<file path="src/rtl/timer_host_pkg.sv">
// Shared types and control-byte layout for the timer register initiator.
package timer_host_pkg;

    typedef enum logic [2:0] {
        IDLE   = 3'd0,
        WR_LO  = 3'd1,
        WR_HI  = 3'd2,
        RD_LO  = 3'd3,
        RD_HI  = 3'd4,
        COMMIT = 3'd5
    } state_t;

    localparam int CTRL_SEG        = 0;
    localparam int CTRL_WE         = 1;
    localparam int CTRL_INTEN      = 2;
    localparam int CTRL_PERIOD_LSB = 3;

    function automatic logic [7:0] pack_control(input logic [4:0] period, input logic int_en,
                                                input logic we, input logic seg);
        logic [7:0] c;
        c                  = 8'h00;
        c[7:CTRL_PERIOD_LSB] = period;
        c[CTRL_INTEN]      = int_en;
        c[CTRL_WE]         = we;
        c[CTRL_SEG]        = seg;
        return c;
    endfunction

    function automatic logic [7:0] pick_byte(input logic [15:0] value, input logic seg);
        return seg ? value[15:8] : value[7:0];
    endfunction

endpackage

</file>
<file path="src/rtl/timer_irq_tracker.sv">
// Interrupt edge detector with sticky pending flag; optional saturating edge
// counter built only when TIMER_HOST_IRQ_COUNT_EN is defined.
module timer_irq_tracker (
    input  logic        clk,
    input  logic        rst_n,
    input  logic        interrupt,
    input  logic        irq_ack,
`ifdef TIMER_HOST_IRQ_COUNT_EN
    input  logic        count_clr,
    output logic [15:0] irq_count,
`endif
    output logic        irq_pending
);

    logic prev_r;
    logic pending_r;
    logic rise_s;

    assign rise_s      = interrupt & ~prev_r;
    assign irq_pending = pending_r;

    // Edge history and sticky flag; a new edge beats a same-cycle ack
    always_ff @(posedge clk or negedge rst_n) begin
        if (!rst_n) begin
            prev_r    <= 1'b0;
            pending_r <= 1'b0;
        end else begin
            prev_r <= interrupt;
            if (rise_s) begin
                pending_r <= 1'b1;
            end else if (irq_ack) begin
                pending_r <= 1'b0;
            end else begin
                pending_r <= pending_r;
            end
        end
    end

`ifdef TIMER_HOST_IRQ_COUNT_EN
    logic [15:0] count_r;

    assign irq_count = count_r;

    // Saturating edge counter, cleared by a newly accepted request
    always_ff @(posedge clk or negedge rst_n) begin
        if (!rst_n) begin
            count_r <= 16'h0000;
        end else if (count_clr) begin
            count_r <= 16'h0000;
        end else if (rise_s && (count_r != 16'hFFFF)) begin
            count_r <= count_r + 16'h0001;
        end else begin
            count_r <= count_r;
        end
    end
`endif

endmodule

</file>
<file path="src/rtl/timer_host.sv">
// Loads a 16-bit reload into the byte-wide timer, verifies it by readback and commits it.
// Define TIMER_HOST_IRQ_COUNT_EN to add the irq_count port.
module timer_host
    import timer_host_pkg::*;
#(
    parameter int PERIOD_W  = 5,
    parameter int MAX_RETRY = 3
) (
    input  logic                clk,
    input  logic                rst_n,
    input  logic                req_valid,
    output logic                req_ready,
    input  logic [15:0]         req_value,
    input  logic [PERIOD_W-1:0] req_period,
    input  logic                req_int_en,
    output logic                done,
    output logic                err,
    output logic [7:0]          control,
    output logic [7:0]          set,
    input  logic [7:0]          read,
    input  logic                interrupt,
    output logic                irq_pending,
`ifdef TIMER_HOST_IRQ_COUNT_EN
    output logic [15:0]         irq_count,
`endif
    input  logic                irq_ack
);

    localparam int RETRY_W = (MAX_RETRY > 0) ? $clog2(MAX_RETRY + 1) : 1;

    state_t               state_r, state_s;
    logic [15:0]          val_r, val_n_s;
    logic [PERIOD_W-1:0]  period_r, period_n_s, cfg_period_r, cfg_period_n_s, ctrl_period_s;
    logic                 int_en_r, int_en_n_s, cfg_int_en_r, cfg_int_en_n_s, ctrl_int_en_s;
    logic [RETRY_W-1:0]   retry_r;
    logic                 mismatch_r, hold_r;
    logic                 accept_s, fail_s, can_retry_s, retry_go_s, give_up_s;
    logic                 seg_s, we_s;
    logic [7:0]           control_r, set_r;
    logic                 done_r, err_r, ready_r;

    assign accept_s    = req_valid && (state_r == IDLE);
    assign fail_s      = mismatch_r || (read != pick_byte(val_r, 1'b1));
    assign can_retry_s = (retry_r < RETRY_W'(MAX_RETRY));
    assign retry_go_s  = (state_r == RD_HI) && fail_s && can_retry_s;
    assign give_up_s   = (state_r == RD_HI) && fail_s && !can_retry_s;

    assign val_n_s        = accept_s ? req_value : val_r;
    assign period_n_s     = accept_s ? req_period : period_r;
    assign int_en_n_s     = accept_s ? req_int_en : int_en_r;
    assign cfg_period_n_s = (state_r == COMMIT) ? period_r : cfg_period_r;
    assign cfg_int_en_n_s = (state_r == COMMIT) ? int_en_r : cfg_int_en_r;

    // FSM state register
    always_ff @(posedge clk or negedge rst_n) begin
        if (!rst_n) begin
            state_r <= IDLE;
        end else begin
            state_r <= state_s;
        end
    end

    // Next-state logic; a retried pass lingers one extra cycle in WR_LO
    always_comb begin
        state_s = state_r;
        case (state_r)
            IDLE:    state_s = accept_s ? WR_LO : IDLE;
            WR_LO:   state_s = hold_r ? WR_LO : WR_HI;
            WR_HI:   state_s = RD_LO;
            RD_LO:   state_s = RD_HI;
            RD_HI: begin
                if (!fail_s) begin
                    state_s = COMMIT;
                end else if (can_retry_s) begin
                    state_s = WR_LO;
                end else begin
                    state_s = IDLE;
                end
            end
            COMMIT:  state_s = IDLE;
            default: state_s = IDLE;
        endcase
    end

    // Output decode for the upcoming state; IDLE shows the committed config
    always_comb begin
        seg_s         = 1'b0;
        we_s          = 1'b0;
        ctrl_period_s = period_n_s;
        ctrl_int_en_s = int_en_n_s;
        case (state_s)
            IDLE: begin
                ctrl_period_s = cfg_period_n_s;
                ctrl_int_en_s = cfg_int_en_n_s;
            end
            WR_HI, RD_HI: seg_s = 1'b1;
            COMMIT:       we_s  = 1'b1;
            default:      seg_s = 1'b0;
        endcase
    end

    // Registered interface outputs, aligned with state_r
    always_ff @(posedge clk or negedge rst_n) begin
        if (!rst_n) begin
            control_r <= 8'h00;
            set_r     <= 8'h00;
            done_r    <= 1'b0;
            err_r     <= 1'b0;
            ready_r   <= 1'b1;
        end else begin
            control_r <= pack_control(ctrl_period_s, ctrl_int_en_s, we_s, seg_s);
            set_r     <= pick_byte(val_n_s, seg_s);
            done_r    <= (state_r == COMMIT);
            err_r     <= give_up_s;
            ready_r   <= (state_s == IDLE);
        end
    end

    // Latched request, committed config, retry bookkeeping
    always_ff @(posedge clk or negedge rst_n) begin
        if (!rst_n) begin
            val_r        <= 16'h0000;
            period_r     <= '0;
            int_en_r     <= 1'b0;
            cfg_period_r <= '0;
            cfg_int_en_r <= 1'b0;
            retry_r      <= '0;
            mismatch_r   <= 1'b0;
            hold_r       <= 1'b0;
        end else begin
            val_r        <= val_n_s;
            period_r     <= period_n_s;
            int_en_r     <= int_en_n_s;
            cfg_period_r <= cfg_period_n_s;
            cfg_int_en_r <= cfg_int_en_n_s;
            hold_r       <= retry_go_s;
            if (accept_s) begin
                retry_r <= '0;
            end else if (retry_go_s) begin
                retry_r <= retry_r + RETRY_W'(1);
            end else begin
                retry_r <= retry_r;
            end
            if (state_r == RD_LO) begin
                mismatch_r <= (read != pick_byte(val_r, 1'b0));
            end else begin
                mismatch_r <= mismatch_r;
            end
        end
    end

    assign control   = control_r;
    assign set       = set_r;
    assign done      = done_r;
    assign err       = err_r;
    assign req_ready = ready_r;

    timer_irq_tracker u_irq (
        .clk         (clk),
        .rst_n       (rst_n),
        .interrupt   (interrupt),
        .irq_ack     (irq_ack),
`ifdef TIMER_HOST_IRQ_COUNT_EN
        .count_clr   (accept_s),
        .irq_count   (irq_count),
`endif
        .irq_pending (irq_pending)
    );

endmodule

</file>
<file path="config.mk">
export PLATFORM = sky130hd
export DESIGN_NAME = timer_host
export DESIGN_NICKNAME = d
export VERILOG_FILES = /design/src/rtl/timer_host_pkg.sv /design/src/rtl/timer_irq_tracker.sv /design/src/rtl/timer_host.sv
export SDC_FILE = /design/constraint.sdc
export NUM_CORES = 1
export LEC_CHECK = 0
export CORE_UTILIZATION = 45
export CTS_CLUSTER_DIAMETER = 120
export DETAILED_ROUTE_END_ITERATION = 8
export MAX_ROUTING_LAYER = met4
export PLACE_DENSITY = 0.71
export SYNTH_ARGS = -nofsm -noshare
export SYNTH_HDL_FRONTEND = slang
export SYNTH_SLANG_ARGS = --single-unit
</file>
<file path="constraint.sdc">
create_clock -name clk -period 3.16 [get_ports clk]
set_input_delay 0.474 -clock clk [delete_from_list [all_inputs] [get_ports clk]]
set_output_delay 0.474 -clock clk [all_outputs]
set_load 0.01 [all_outputs]
</file>
==> out/metrics.yaml <==
status:
  outcome: "finished clean"
global_routing:
  grt_max_degree: 32
  track_usage: 0.174
  antenna_found_initial: 0
  first_global_vias: 1389
  grt_pass1_wl_um: 6730
  grt-ovfl-total: 0
layout:
  diodes: 0
  final_cell_area_um2: 3110
  final_cell_mix: "dfrtp_1, clkdlybuf4s50_1, mux2_2"
  layout_commonest_cell: "dfrtp_1"
  n_fill_cell: 444
  nets: 268
  syn_to_final_growth_pct: 30.5
  drive_gt1_frac: 0.245
  final_util: 0.608
sta:
  fmax_mhz: 442
  hold_viol: 0
  setup_viol: 0
  rsz0062_at_grt: "no"
  holdWs_ps: 154
  period_share: 0.715
  slew-limit-headroom: 0.539
  setup-tns-final_ps: 0
  worst-slew-pin-transition_ps: 690
  skew_ps: 6.60
  finalMaxSlewViolations: 0
  min_period_ps: 2260
critical_path:
  crit_top_cell: "mux2_2"
  start_kind: "primary input"
  cpPeakStageDelay_ps: 490
  reg2reg_depth: 4
  r2r_setup_slack_ps: 910
  critPathMaxFanout: 18
  critPathKind: "primary input to flop"
  required_ps: 3350
  worstReg2RegEnd: "set[1]"
  cp-end-kind: "flop"
  cp_cell_sequence: "clkdlybuf4s50_1, nor4b_4, buf_4, mux2_2, mux2_2"
  slowest_stage: "nor4b_4"
  reg2reg_from: "state_r[2]"
  crit_arrival_ps: 2450
die:
  std_cell_rows: 26
  die_y_um: 74.7
  die_x_um: 74.7
  dieArea_um2: 5580
  initial_core_util: 0.466
  core_um2: 5110
  pin_count: 55
yosys:
  synth-edff-count: 0
  ys_types: 33
  ys_warn_count: 0
  async_flop_share: 1.00
  synth-seq-cells: 56
  synthCells: 172
  yosys.area.top_type: "dfrtp_1"
  synthTopCellsByArea: "dfrtp_1, mux2_2, mux2_4"
  syn_area_per_cell_um2: 13.8
  ys_seq_area_frac: 0.589
  synth_top_area_frac: 0.578
  synthFlopType: "dfrtp_1"
  syn_area_um2: 2380
  syn-num-nets: 208
power_and_ir_drop:
  peakVddDrop_mv: 0.491
  share_comb_of_total_power: 0.424
  clockPowerShare: 0.163
  p_leak_nw: 1.37
  power_density_nw_per_um2: 959
  p_sw_uw: 928
  seq_power_share: 0.413
  switching_share: 0.311
  intPower_mw: 2.05
routing:
  postRouteAntennaNets: 0
  wl_um: 4120
  wl_per_cell_um: 13.6
  drcViolationCount: 0
  firstDrtPassIters: 4
  vias: 1423
  vias_per_cell: 4.70
  detail_route.iter0.violations: 31
clock_tree:
  cts.clk_slew.worst_paths_ps: 100
  cts-resized-gates: 0
  h-tree-depth: 2
  post_cts_buffers: 0
  clk_path_buf_depth: 2
  clock_latency_ps: 300
  clockRootBuffer: "clkbuf_8"
  ctsHoldBuffers: 0
  tritoncts: "yes"
  numCtsBuffers: 5
  cts_sinks: 56
worst_hold_path:
  min_path_type: "primary input to asynchronous set/reset pin"
placement:
  routabilityCongestion: 0.714
  place_area_um2: 2980
  port_buffers: 54
  dpl.hpwl_um: 3000
job:
  maxCapViolCount: 0
[metrics by stage]
step,total power [mW],instances,worst slack (ps)
6_report,2.98,303,900
3_3_place_gp,2.51,295,621
4_1_cts,3.02,303,891
5_1_grt,3.18,303,821
3_5_place_dp,2.53,295,552
2_1_floorplan,2.12,172,1330
[synthesized netlist by cell type, types with 3 or more instances]
| master | count |
|---|---|
| buf_6 | 3 |
| dfrtp_1 | 55 |
| inv_1 | 5 |
| mux2_2 | 28 |
| mux2_4 | 6 |
| nand2_1 | 21 |
| nor2_1 | 6 |
| nor3_1 | 3 |
| xnor2_1 | 9 |
| xor2_1 | 8 |
[worst max-delay path: cells and delay by family]
family / cells / cell delay [ps]
multiplexers: 2 / 640
buffers and inverters: 2 / 840
AND/OR/NAND/NOR: 1 / 490
[final cells by class]
type	instances	area, um2	area share
clock inverters	2	38.8	0.0125
repair buffers	56	551	0.177
well taps	70	87.6	0.0282
inverters	7	26.3	0.00846
multi-input cells	106	917	0.295
flip-flops and latches	56	1400	0.452
clock buffers	6	82.6	0.0266
[worst max path at each step]
| stage | startpoint | endpoint | slack [ps] | cells after the start |
|---|---|---|---|---|
| after global routing | state_r[2] | set[1] | 820 | 4 |
| after detailed placement | req_valid | set[1] | 550 | 5 |
| after CTS | req_valid | set[1] | 890 | 5 |
| after global placement | req_valid | set[1] | 620 | 5 |
| after floorplan | retry_r[0] | control[2] | 1330 | 6 |
| final | req_valid | set[1] | 900 | 5 |
[registers in the layout (all words and copies together), names as in the netlist, 2 cells and up]
name / flops
set: 8
control: 8
val_r: 16
retry_r: 2
state_r: 3
period_r: 5
cfg_period_r: 5
[power groups by stage]
stage	Combinational [mW]	Clock, mW	Sequential [mW]
after floorplan	0.859	0	1.26
after global placement	1.26	0	1.24
after detailed placement	1.28	0	1.24
after CTS	1.28	0.501	1.23
after global routing	1.38	0.530	1.27
final	1.26	0.485	1.23
[layer usage]
metal	vias up	wire (um)	track usage
li1	702	-	-
met5	-	0	-
met3	2	134	0.0522
met2	25	2000	0.250
met1	694	1960	0.238
met4	0	29	0.0566
[logic make-up after synthesis]
kind of cell               Yosys count  synth area share
AOI/OAI and AO/OA                    7            0.0263
xor gates and xnor gates            17            0.0626
adders and majority gates            1           0.00526
buffers and inverters               10            0.0252
DFF                                 56             0.589
muxes                               37             0.184
and+or+nand+nor                     44             0.107
Power figures use the tool's default switching activity.
